--- src/rtl/crc16_rx_ctrl.sv ---
// Receive-side sequencer for the USB data-packet CRC16 checker: strips the PID and feeds covered
// bits to the checker. The optional length check is compiled in with `define MAX_LEN_CHK_EN.
module crc16_rx_ctrl #(
    parameter int unsigned CNT_W     = 11,
    parameter int unsigned MAX_BYTES = 66
) (
    input  logic             clk,
    input  logic             n_rst,
    input  logic             rx_start,
    input  logic             bit_valid,
    input  logic             bit_in,
    input  logic             eop,
    input  logic             crc_pass,
    output logic             crc_clear,
    output logic             crc_shift_en,
    output logic             crc_serial,
    output logic [7:0]       pid,
    output logic [CNT_W-1:0] byte_cnt,
    output logic             pkt_done,
    output logic             crc_ok,
    output logic             crc_err,
    output logic             pid_err,
    output logic             len_err
);

    typedef enum logic [2:0] {StIdle, StPid, StData, StSkip, StCheck} state_e;

    state_e           state_q, state_d;
    logic [2:0]       bit_cnt_q, bit_cnt_d;
    logic [7:0]       pid_q, pid_d;
    logic [CNT_W-1:0] byte_cnt_q, byte_cnt_d;
    logic             pid_fail_q, pid_fail_d;
    logic             done_q, done_d;
    logic             ok_q, ok_d;
    logic             err_q, err_d;
    logic             pid_err_q, pid_err_d;

    logic [7:0] pid_next;
    logic       pid_good;
    logic       pid_is_data;
    logic       chk_ok;

    assign pid_next    = {bit_in, pid_q[7:1]};
    assign pid_good    = (pid_next[7:4] == ~pid_next[3:0]);
    assign pid_is_data = (pid_next[3:0] == 4'b0011) || (pid_next[3:0] == 4'b1011);
    // A good packet ends on a byte boundary and carries at least the two CRC bytes.
    assign chk_ok      = crc_pass && (bit_cnt_q == 3'd0) && (byte_cnt_q >= CNT_W'(2));

`ifdef MAX_LEN_CHK_EN
    logic len_fail_q, len_fail_d;
    logic len_err_q, len_err_d;
    logic len_over;

    assign len_over = (byte_cnt_q > CNT_W'(MAX_BYTES));
`endif

    always_comb begin
        state_d    = state_q;
        bit_cnt_d  = bit_cnt_q;
        pid_d      = pid_q;
        byte_cnt_d = byte_cnt_q;
        pid_fail_d = pid_fail_q;
        done_d     = 1'b0;
        ok_d       = 1'b0;
        err_d      = 1'b0;
        pid_err_d  = 1'b0;
`ifdef MAX_LEN_CHK_EN
        len_fail_d = len_fail_q;
        len_err_d  = 1'b0;
`endif
        if (rx_start) begin
            state_d    = StPid;
            bit_cnt_d  = 3'd0;
            byte_cnt_d = '0;
            pid_d      = 8'h00;
            pid_fail_d = 1'b0;
`ifdef MAX_LEN_CHK_EN
            len_fail_d = 1'b0;
`endif
        end else begin
            unique case (state_q)
                StIdle: ;
                StPid: begin
                    if (eop) begin
                        state_d   = StIdle;
                        done_d    = 1'b1;
                        pid_err_d = 1'b1;
                    end else if (bit_valid) begin
                        pid_d     = pid_next;
                        bit_cnt_d = bit_cnt_q + 3'd1;
                        if (bit_cnt_q == 3'd7) begin
                            if (!pid_good) begin
                                state_d    = StSkip;
                                pid_fail_d = 1'b1;
                            end else if (pid_is_data) begin
                                state_d = StData;
                            end else begin
                                state_d = StSkip;
                            end
                        end
                    end
                end
                StData: begin
                    if (bit_valid) begin
                        bit_cnt_d = bit_cnt_q + 3'd1;
                        if ((bit_cnt_q == 3'd7) && (byte_cnt_q != '1)) begin
                            byte_cnt_d = byte_cnt_q + CNT_W'(1);
                        end
                    end
                    if (eop) begin
                        state_d = StCheck;
                    end
`ifdef MAX_LEN_CHK_EN
                    else if (len_over) begin
                        state_d    = StSkip;
                        len_fail_d = 1'b1;
                    end
`endif
                end
                StCheck: begin
                    state_d = StIdle;
                    done_d  = 1'b1;
                    ok_d    = chk_ok;
                    err_d   = !chk_ok;
`ifdef MAX_LEN_CHK_EN
                    if (len_over) begin
                        ok_d      = 1'b0;
                        err_d     = 1'b1;
                        len_err_d = 1'b1;
                    end
`endif
                end
                StSkip: begin
                    if (eop) begin
                        state_d   = StIdle;
                        done_d    = 1'b1;
                        pid_err_d = pid_fail_q;
`ifdef MAX_LEN_CHK_EN
                        err_d     = len_fail_q;
                        len_err_d = len_fail_q;
`endif
                    end
                end
                default: state_d = StIdle;
            endcase
        end
    end

    always_ff @(posedge clk or negedge n_rst) begin
        if (!n_rst) begin
            state_q    <= StIdle;
            bit_cnt_q  <= 3'd0;
            pid_q      <= 8'h00;
            byte_cnt_q <= '0;
            pid_fail_q <= 1'b0;
            done_q     <= 1'b0;
            ok_q       <= 1'b0;
            err_q      <= 1'b0;
            pid_err_q  <= 1'b0;
        end else begin
            state_q    <= state_d;
            bit_cnt_q  <= bit_cnt_d;
            pid_q      <= pid_d;
            byte_cnt_q <= byte_cnt_d;
            pid_fail_q <= pid_fail_d;
            done_q     <= done_d;
            ok_q       <= ok_d;
            err_q      <= err_d;
            pid_err_q  <= pid_err_d;
        end
    end

`ifdef MAX_LEN_CHK_EN
    always_ff @(posedge clk or negedge n_rst) begin
        if (!n_rst) begin
            len_fail_q <= 1'b0;
            len_err_q  <= 1'b0;
        end else begin
            len_fail_q <= len_fail_d;
            len_err_q  <= len_err_d;
        end
    end

    assign len_err = len_err_q;
`else
    assign len_err = 1'b0;
`endif

    assign crc_clear    = (state_q == StIdle) || rx_start;
    assign crc_shift_en = (state_q == StData) && bit_valid;
    assign crc_serial   = bit_in;
    assign pid          = pid_q;
    assign byte_cnt     = byte_cnt_q;
    assign pkt_done     = done_q;
    assign crc_ok       = ok_q;
    assign crc_err      = err_q;
    assign pid_err      = pid_err_q;

endmodule

--- config.mk ---
export PLATFORM = sky130hd
export DESIGN_NAME = crc16_rx_ctrl
export DESIGN_NICKNAME = d
export VERILOG_FILES = /design/src/rtl/crc16_rx_ctrl.sv
export SDC_FILE = /design/constraint.sdc
export NUM_CORES = 1
export LEC_CHECK = 0
export CORE_MARGIN = 2
export CORE_UTILIZATION = 39
export CTS_BUF_LIST = sky130_fd_sc_hd__clkbuf_4
export DETAILED_ROUTE_END_ITERATION = 16
export DONT_BUFFER_PORTS = 1
export GPL_TIMING_DRIVEN = 0
export PLACE_DENSITY = 0.58
export SLEW_MARGIN = 20
export SYNTH_ARGS = -nofsm -noshare
export SYNTH_HDL_FRONTEND = slang
export SYNTH_SLANG_ARGS = --single-unit
--- constraint.sdc ---
create_clock -name clk -period 3.4 [get_ports clk]
set_input_delay 0 -clock clk [delete_from_list [all_inputs] [get_ports clk]]
set_output_delay 0 -clock clk [all_outputs]
set_load 0.01 [all_outputs]
==> metrics.md <==
| Metric | Value |
|---|---|
| Most common flop cell mapped by yosys | `dfrtp_1` |
| Syn avg cell area | `9.17 sq um` |
| Vias per cell | `5.57` |
| Commonest cells post-synth | `30 x dfrtp_1, 23 x nand2_1, 20 x a21oi_1` |
| Final WL | `3600 um` |
| Syn Nets | `187` |
| Dpl cells | `225` |
| CTS buffer count | `5` |
| Synth area leader | `dfrtp_1` |
| N_diodes | `0` |
| Mapped Cells | `175` |
| Gr usage total | `17.6%` |
| Worst Path Arrival | `2.27 ns` |
| Area contributors post-synth | `dfrtp_1 47%, a21oi_1 6.2%, nand2_1 5.4%` |
| Clk_lat worst skew | `0.33 ns` |
| Place WS | `1.37 ns` |
| Port Buf Inserts | `0` |
| Slowest CP cell | `dfrtp_1` |
| Most common cell in the netlist | `dfrtp_1` |
| Skew final | `0.0158 ns` |
| H-tree levels | `2` |
| Netlist cell types | `38` |
| Slew HR | `62.7%` |
| M1 GR Usage | `21.2%` |
| Starting Density | `40.4%` |
| Initial antenna violation count | `0` |
| First-pass GRT wire length | `6090 um` |
| CP startpoint kind | `flip-flop` |
| Pins over their slew limit | `0` |
| Row cnt | `23` |
| Cell mode on critical path | `buf_2` |
| Global route total overflow | `0` |
| CP Max Fanout | `10` |
| Power after layout | `607 uW` |
| Met2 Track Usage GR | `28.5%` |
| Unrepaired setup endpoints after global routing | `false` |
| Finished Layout Cells | `239` |
| I/O Pins | `34` |
| CP Capture Type | `flip-flop` |
| Fmax | `0.494 GHz` |
| Clk sinks | `30` |
| Minimum clock period after layout | `2.03 ns` |
| Fin crit share | `59.6%` |
| Detailed-router iteration count before antenna repair | `4` |
| Die X-Extent | `68.1 um` |
| Required @ worst endpoint | `3.64 ns` |
| Count of final setup violators | `0` |
| Vias | `1332` |
| Final hold viol count | `0` |
| Fill cells | `403` |
| Worst min-delay path category | `input pin to flip-flop` |
| Clock Tree Buf Depth | `2` |
| EDFF count, synth | `0` |
| Routed WL per cell | `15.1 um` |
| Cell Pwr Density | `337 nW/um^2` |
| Max-cap check violation count | `0` |
| CP bufs+invs | `2` |
| Post-CTS setup buffers | `0` |
| Post-synth design cell area | `1600 sq um` |
| Hold slack | `0.0198 ns` |
| Reg clk slew, reported paths | `0.08 ns` |
| Layout Area Growth over Synthesis | `12.1%` |
| Dpl hpwl | `2530 um` |
| CTS tree | `built` |
| Gpl congestion | `0.749` |
| Max incr delay on CP | `0.48 ns` |
| CP delay by family, top | `simple AND/OR/NAND/NOR gates` |
| Post-CTS sizing | `0` |
| Final ANT Viol Nets | `0` |
| Yosys top cell area share | `46.8%` |
| Die H | `68.1 um` |
| Vias in the first global route | `1335` |
| Drt drc | `0` |
| Worst IR drop on VDD | `0.000226 V` |
| WS Path Type | `flip-flop to flip-flop` |
| Syn. warnings | `0` |
| 1st-iter DRT viols | `75` |
| Area of the core | `3970 sq um` |
| Async S/R FF share, synth | `100%` |
| Cts hold-fix bufs | `8` |
| Full die area | `4640 sq um` |
| Crit-path cells | `ha_1 > and4_1 > buf_2 > and4_4 > buf_2 > or3_1 > a21oi_1` |
| Post-route setup slack | `1.37 ns` |
| Global routing's busiest layer | `met2` |
| Leak | `0.797 nW` |
| Fin nets | `202` |
| Yosys reg bits | `30` |
| Outcome | `completed` |
| Final TNS setup | `0 ns` |
| Clock root cell | `clkbuf_4` |
| Post-synthesis sequential area ratio | `46.8%` |
| Slew @ Worst Pin | `0.557 ns` |
| Largest net degree at the start of global routing | `31` |
| Layout cells sized above 1 | `11.6%` |
| Global routing usage on met3 | `5.59%` |
state kept, by name, summed over array words and instances (netlist names):
name	count
byte_cnt	11
pid	8
bit_cnt_q	3
state_q	3
crc_err	1
crc_ok	1
pid_err	1
pid_fail_q	1
pkt_done	1
cell usage in the layout (no fill, tap or decap), types with 3 or more instances in the layout:
cell type      Yosys  final
clkbuf_1           4      4
xor2_1             4      4
nor2_1            13     13
inv_1              5      5
buf_2              4      4
or3_1              4      4
nand3_1            5      5
clkbuf_4           0      5
and3_1             4      4
nand2b_1           3      3
or2_2              3      3
o31ai_1            3      3
nand2_1           23     23
ha_1               5      5
nor4_1             3      3
a31oi_1            3      3
o21ai_0            7      7
nand4_1            5      5
a21oi_1           20     20
dlygate4sd3_1      0      7
dfrtp_1           30     30
mux2_2             3      3
where the power goes:
group | switching, mW | internal [mW]
logic | 0.0298 | 0.0214
clock network | 0.116 | 0.0704
registers | 0.00675 | 0.362
total | 0.153 | 0.454
through the flow:
| step | util (%) | instance area [sq um] |
|---|---|---|
| global placement | 42.0 | 1670 |
| finish | 45.3 | 1800 |
| detailed placement | 42.0 | 1670 |
| global route | 45.3 | 1800 |
| floorplan | - | 1600 |
| CTS | 45.3 | 1800 |
routing by layer:
| layer | routed length (um) | vias to the layer above |
|---|---|---|
| met5 | 0 | - |
| met1 | 1580 | 644 |
| met4 | 66 | 0 |
| met2 | 1730 | 38 |
| li1 | - | 644 |
| met3 | 221 | 6 |
worst min-delay path: stages:
cell	delay [ns]
nand2b_1	0.08
a21oi_1	0.08
nand3b_1	0.09
o31ai_1	0.07
final timing paths:
path,slack (ns),from,to,depth (start not counted)
worst max-delay path,1.37,byte_cnt[1],byte_cnt[4],7
worst min-delay path,0.02,bit_valid,bit_cnt_q[1],4
worst max register to register,1.37,byte_cnt[1],byte_cnt[4],7
worst min register to register,0.52,pid_fail_q,pid_fail_q,2
max in group asynchronous,3.13,n_rst,pid[0],2
min in group asynchronous,0.09,n_rst,byte_cnt[7],2
area by class of cell:
| cell class | count | area [sq um] | share of cell area [%] |
|---|---|---|---|
| Clock buffer | 5 | 37.5 | 2.09 |
| Sequential cell | 30 | 751 | 41.8 |
| Clock inverter | 1 | 3.75 | 0.209 |
| Tap cell | 50 | 62.6 | 3.48 |
| Multi-Input combinational cell | 129 | 773 | 43.0 |
| Timing Repair Buffer | 8 | 90.1 | 5.01 |
| Inverter | 5 | 18.8 | 1.04 |
| Buffer | 11 | 61.3 | 3.41 |
logic make-up after synthesis:
| logic type | synth area share, % |
|---|---|
| muxes | 2.11 |
| other | 0.234 |
| adders and majority gates | 3.90 |
| buffers and inverters | 4.99 |
| DFF | 46.8 |
| xor gates and xnor gates | 2.18 |
| AOI/OAI and AO/OA | 13.2 |
| and+or+nand+nor | 26.6 |
Note: power is estimated with default switching activity, not from simulation.
